$ cat src/rtl/ctrl_pkg.sv
// ctrl_pkg: shared definitions for the pipeline controller and the
// multi-cycle multiplier sequencer.
//   state_t    : multiplier sequencer states (IDLE, RUN, DONE), 2 bits
//   InsMUL/GHI/GLO : execute-stage opcodes that involve the multiplier
//   DEF_WIDTH  : default multiplier operand width
package ctrl_pkg;

  localparam int DEF_WIDTH = 16;

  typedef enum logic [1:0] {
    IDLE = 2'd0,
    RUN  = 2'd1,
    DONE = 2'd2
  } state_t;

  localparam logic [3:0] InsMUL = 4'b1101;
  localparam logic [3:0] InsGHI = 4'b1110;
  localparam logic [3:0] InsGLO = 4'b1111;

endpackage

$ cat src/rtl/mult_sched_dp.sv
// mult_sched_dp: radix-2 shift-add multiplier datapath.
// Holds the operand, accumulator and HI/LO registers. One shift-add step is
// performed per cycle while step=1; the final step also writes the full
// product to HI/LO when commit=1.
// Optional feature macro: MUL_SIGNED_EN (two's complement operands via
// sign-magnitude conversion; unsigned multiply when undefined).
// Ports:
//   clk, rst        clock, asynchronous active-high reset
//   load            latch operands, clear accumulator
//   step            perform one shift-add step
//   commit          write the product of the current (last) step to HI/LO
//   op_a, op_b      multiplicand, multiplier
//   hi, lo          HI/LO registers
module mult_sched_dp
  import ctrl_pkg::*;
#(
  parameter int WIDTH = DEF_WIDTH
) (
  input  logic             clk,
  input  logic             rst,
  input  logic             load,
  input  logic             step,
  input  logic             commit,
  input  logic [WIDTH-1:0] op_a,
  input  logic [WIDTH-1:0] op_b,
  output logic [WIDTH-1:0] hi,
  output logic [WIDTH-1:0] lo
);

  logic [WIDTH-1:0]   mcand;
  logic [WIDTH-1:0]   mplier;
  logic [WIDTH-1:0]   acc;
  logic [WIDTH:0]     sum;
  logic [2*WIDTH-1:0] prod_next;
  logic [2*WIDTH-1:0] result;
  logic [WIDTH-1:0]   mcand_in;
  logic [WIDTH-1:0]   mplier_in;

`ifdef MUL_SIGNED_EN
  logic sign;

  function automatic logic [WIDTH-1:0] abs_val(input logic [WIDTH-1:0] v);
    // The most negative value maps onto itself, which is its correct
    // unsigned magnitude.
    return v[WIDTH-1] ? (~v + 1'b1) : v;
  endfunction

  function automatic logic [2*WIDTH-1:0] fix_sign(input logic [2*WIDTH-1:0] p,
                                                  input logic neg);
    return neg ? (~p + 1'b1) : p;
  endfunction

  assign mcand_in  = abs_val(op_a);
  assign mplier_in = abs_val(op_b);
  assign result    = fix_sign(prod_next, sign);

  always_ff @(posedge clk or posedge rst) begin
    if (rst)       sign <= 1'b0;
    else if (load) sign <= op_a[WIDTH-1] ^ op_b[WIDTH-1];
  end
`else
  assign mcand_in  = op_a;
  assign mplier_in = op_b;
  assign result    = prod_next;
`endif

  // Add stage: carry kept in sum[WIDTH]; shifting {carry, acc, mplier}
  // right by one gives the next accumulator and multiplier.
  always_comb begin
    sum       = {1'b0, acc} + {1'b0, (mplier[0] ? mcand : {WIDTH{1'b0}})};
    prod_next = {sum, mplier[WIDTH-1:1]};
  end

  always_ff @(posedge clk or posedge rst) begin
    if (rst) begin
      mcand  <= '0;
      mplier <= '0;
      acc    <= '0;
    end else if (load) begin
      mcand  <= mcand_in;
      mplier <= mplier_in;
      acc    <= '0;
    end else if (step) begin
      acc    <= sum[WIDTH:1];
      mplier <= {sum[0], mplier[WIDTH-1:1]};
    end
  end

  // HI/LO only change on the commit edge; intermediate accumulator values
  // never reach them.
  always_ff @(posedge clk or posedge rst) begin
    if (rst) begin
      hi <= '0;
      lo <= '0;
    end else if (commit) begin
      hi <= result[2*WIDTH-1:WIDTH];
      lo <= result[WIDTH-1:0];
    end
  end

endmodule

$ cat src/rtl/mult_scheduler.sv
// mult_scheduler: sequencer and hazard controller for the multi-cycle
// multiplier. Accepts MUL issues, runs WIDTH shift-add steps, commits the
// 2*WIDTH-bit product to HI/LO, and requests a pipeline stall while busy and
// the execute stage needs the unit.
// Optional feature macro: MUL_SIGNED_EN (signed multiply, see mult_sched_dp).
// Ports:
//   CLK, RST   clock, asynchronous active-high reset
//   MulStart   execute stage holds a MUL (level, held until accepted)
//   OpA, OpB   multiplicand / multiplier, sampled on acceptance
//   HiLoRead   execute stage holds GHI or GLO
//   StallReq   combinational stall request to the pipeline controller
//   Busy       multiply in progress
//   Done       one-cycle pulse after HI/LO commit
//   Hi, Lo     HI/LO registers
module mult_scheduler
  import ctrl_pkg::*;
#(
  parameter int WIDTH = DEF_WIDTH
) (
  input  logic             CLK,
  input  logic             RST,
  input  logic             MulStart,
  input  logic [WIDTH-1:0] OpA,
  input  logic [WIDTH-1:0] OpB,
  input  logic             HiLoRead,
  output logic             StallReq,
  output logic             Busy,
  output logic             Done,
  output logic [WIDTH-1:0] Hi,
  output logic [WIDTH-1:0] Lo
);

  localparam int CNT_W = $clog2(WIDTH);

  state_t           state;
  state_t           state_next;
  logic [CNT_W-1:0] count;
  logic             load;
  logic             step;
  logic             commit;
  logic             last;

  assign last = (count == '0);

  always_ff @(posedge CLK or posedge RST) begin
    if (RST) state <= IDLE;
    else     state <= state_next;
  end

  // A MUL arriving during RUN is held by the stalled execute stage and is
  // picked up from DONE, giving back-to-back operation.
  always_comb begin
    state_next = state;
    load       = 1'b0;
    step       = 1'b0;
    commit     = 1'b0;
    case (state)
      IDLE, DONE: begin
        load       = MulStart;
        state_next = MulStart ? RUN : IDLE;
      end
      RUN: begin
        step   = 1'b1;
        commit = last;
        if (last) state_next = DONE;
      end
      default: state_next = IDLE;
    endcase
  end

  always_ff @(posedge CLK or posedge RST) begin
    if (RST)                 count <= '0;
    else if (load)           count <= CNT_W'(WIDTH - 1);
    else if (step && !last)  count <= count - 1'b1;
  end

  assign Busy     = (state == RUN);
  assign Done     = (state == DONE);
  assign StallReq = (state == RUN) && (MulStart || HiLoRead);

  mult_sched_dp #(.WIDTH(WIDTH)) u_dp (
    .clk    (CLK),
    .rst    (RST),
    .load   (load),
    .step   (step),
    .commit (commit),
    .op_a   (OpA),
    .op_b   (OpB),
    .hi     (Hi),
    .lo     (Lo)
  );

endmodule

$ cat config.mk
export PLATFORM = sky130hd
export DESIGN_NAME = mult_scheduler
export DESIGN_NICKNAME = d
export VERILOG_FILES = /design/src/rtl/ctrl_pkg.sv /design/src/rtl/mult_sched_dp.sv /design/src/rtl/mult_scheduler.sv
export SDC_FILE = /design/constraint.sdc
export NUM_CORES = 1
export LEC_CHECK = 0
export ABC_AREA = 1
export BUFFER_PORTS_ARGS = -buffer_cell sky130_fd_sc_hd__buf_2
export CORE_ASPECT_RATIO = 0.8
export CORE_UTILIZATION = 50
export DETAILED_ROUTE_END_ITERATION = 8
export PLACE_DENSITY = 0.72
export SYNTH_ARGS = -nofsm -noshare
export SYNTH_HDL_FRONTEND = slang
export SYNTH_SLANG_ARGS = --single-unit
$ cat constraint.sdc
create_clock -name CLK -period 6 [get_ports CLK]
set_input_delay 1.2 -clock CLK [delete_from_list [all_inputs] [get_ports CLK]]
set_output_delay 1.2 -clock CLK [all_outputs]
set_load 0.05 [all_outputs]
==> flow_summary.json <==
{
  "grt_pass1_wl_um": 16200,
  "final.fill_count": 803,
  "worstPathArrival_ns": 1.91,
  "yosysMostFrequentCell": "nand2_1",
  "drtIter0Drc": 177,
  "synth_xor_area_frac": 0.0119,
  "synth_top_family_by_area": "simple AND/OR/NAND/NOR gates",
  "cts_resized": 0,
  "grt_use_total": 0.230,
  "crit_required_ns": 4.80,
  "min_period_ns": 3.11,
  "max_clock_freq_ghz": 0.321,
  "slew-limit-headroom": 0.284,
  "cts_buffer_depth": 2,
  "post_dp_cell_area_um2": 4840,
  "post_synth_and_or_nand_nor_area_fraction": 0.278,
  "ys_top_cells_by_area": "dfrtp_1 (49%), nand2_1 (21%), inv_1 (6.6%)",
  "maxCapViolations": 0,
  "cp_cell_sequence": "inv_2 -> nor2_4 -> inv_2 -> nor2_1 -> buf_2",
  "critPathSlowestCell": "dfrtp_1",
  "antenna_left": 0,
  "start_kind": "flip-flop",
  "place_inst": 736,
  "clk_pin_slew_worst_paths_ns": 0.08,
  "finalCritPeriodShare": 0.519,
  "synth_cell_type_count": 31,
  "syn-num-nets": 624,
  "holdWs_ns": 0.477,
  "cts.sinks": 86,
  "grt.overflow.total": 0,
  "critical_path.top_delay_family": "buffers and inverters",
  "post_drt_wl_per_cell_um": 12.7,
  "die_height_um": 86.1,
  "gp_congestion": 0.915,
  "skew_ns": 0.0124,
  "drt_first_pass_iters": 4,
  "rsz0062_at_grt": "no",
  "path_class": "reg2out",
  "p_leak_nw": 2.92,
  "ys_ff_latch": 86,
  "max_stage_delay_ns": 0.41,
  "dpl_worst_slack_ns": 3.12,
  "first_global_vias": 3461,
  "drive_gt1_frac": 0.158,
  "avgViaCountPerCell": 4.92,
  "cts_root_buffer": "clkbuf_8",
  "stdcell_area_um2": 5000,
  "crit_top_cell": "inv_2",
  "area_growth_pct": 13.0,
  "muxShareOfSynthArea": 0,
  "ys_seq_area_frac": 0.487,
  "synthCells": 570,
  "htreeDepth": 3,
  "die_width_um": 107,
  "synth_area_per_cell_um2": 7.76,
  "wirelength_um": 9560,
  "worstMarginPinSlew_ns": 1.07,
  "synth_top_cell_by_area": "dfrtp_1",
  "postCtsSetupRepairBufs": 0,
  "synthAdderAreaFrac": 0.0526,
  "crit_buf_inv": 3,
  "dpl.hpwl_um": 6900,
  "drc": 0,
  "timing.setup.tns_ns": 0,
  "numCtsBuffers": 9,
  "power_per_cell_area_nw_per_um2": 580,
  "io_pins": 71,
  "hold_viol": 0,
  "grt_max_degree": 87,
  "antenna_cells": 0,
  "numPortBuffers": 70,
  "synth_top_area_share": 0.487,
  "crit_fanout": 23,
  "ir_worst_vdd_mv": 0.336,
  "cts_tree": "yes",
  "synth-async-reset-ratio": 1.00,
  "worstSetupEndpointType": "output port",
  "vias": 3697,
  "hp-class": "reg2reg",
  "synth_edf_count": 0,
  "syn_area_um2": 4420,
  "status": "complete, no violations",
  "nets": 689,
  "setup_viol_count_final": 0,
  "num_rows": 30,
  "synth_compound_area_frac": 0.0801,
  "synth.top_cells.by_count": "nand2_1 (242), dfrtp_1 (86), inv_1 (78)",
  "core_um2": 8520,
  "antenna_found_initial": 0,
  "power_mw": 2.90,
  "start_util": 0.519,
  "synth_ff_type": "dfrtp_1",
  "insertion_delay_ns": 0.36,
  "die-area_um2": 9230,
  "instances_no_fill": 751,
  "yosysWarnings": 0,
  "hold_buffers": 0,
  "final-max-slew-violation-count": 0,
  "layout_setup_ws_ns": 2.89,
  "postLayoutCoreUtil": 0.586
}
[power by group]
part           internal (mW)  switching (mW)
Clock                  0.147           0.202
Combinational          0.458            1.09
Sequential             0.849           0.148
[sequential cells by signal, indices dropped and copies added (netlist names)]
name and count:
u_dp.mplier 16, state 2, u_dp.lo 16, u_dp.hi 16
u_dp.acc 16, count 4, u_dp.mcand 16
[placed cells by master (no fill, tap or decap), types with 3 or more instances in the layout]
master and n:
nor3_1 5, clkbuf_8 9, clkinv_2 3, xnor2_1 3, a21oi_1 8, nor2_1 14, nand3b_1 4, inv_2 5
ha_1 17, nand3_1 26, nand2_1 242, o21ai_0 12, inv_1 77, o21ai_1 18, dfrtp_1 86, xor2_1 3
o221ai_1 15, buf_2 70
[area by class of cell]
type	instances	area, µm²	share of cell area
Sequential cell	86	2150	0.431
Multi-Input combinational cell	383	1870	0.374
Timing Repair Buffer	72	365	0.0731
Inverter	83	313	0.0626
Tap cell	112	140	0.0280
Clock buffer	11	131	0.0263
Clock inverter	4	25.0	0.00501
[layer usage]
metal  GRT usage  up-vias  part of all wire
met5           0        -                 0
met3      0.0555       11             0.047
li1            -     1911                 -
met1       0.339     1691              0.52
met2       0.333       84              0.42
met4      0.0735        0             0.011
[worst reg2reg max path, cell delays in order, from the launching register on]
cell	delay, ns
dfrtp_1	0.37
inv_1	0.12
ha_1	0.18
inv_1	0.05
or2_4	0.24
nor2_2	0.10
nand2_2	0.52
inv_2	0.48
nand3_1	0.16
nand2_1	0.08
[final timing paths]
check                       startpoint     endpoint  slack [ns]  cells after the start
hold / removal             u_dp.hi[12]  u_dp.hi[12]        0.48                      2
min in group asynchronous          RST   u_dp.hi[7]        1.18                      3
setup reg to reg              count[0]  u_dp.hi[13]        3.65                      9
hold reg to reg            u_dp.hi[12]  u_dp.hi[12]        0.48                      2
max in group asynchronous          RST   u_dp.lo[4]        4.15                      3
setup / recovery              state[0]     StallReq        2.89                      5
[logic make-up after synthesis]
logic type,after synthesis
xor gates and xnor gates,6
DFF,86
and+or+nand+nor,302
AOI/OAI and AO/OA,57
adders and majority gates,18
buffers and inverters,101
(Power assumes the default switching activity.)
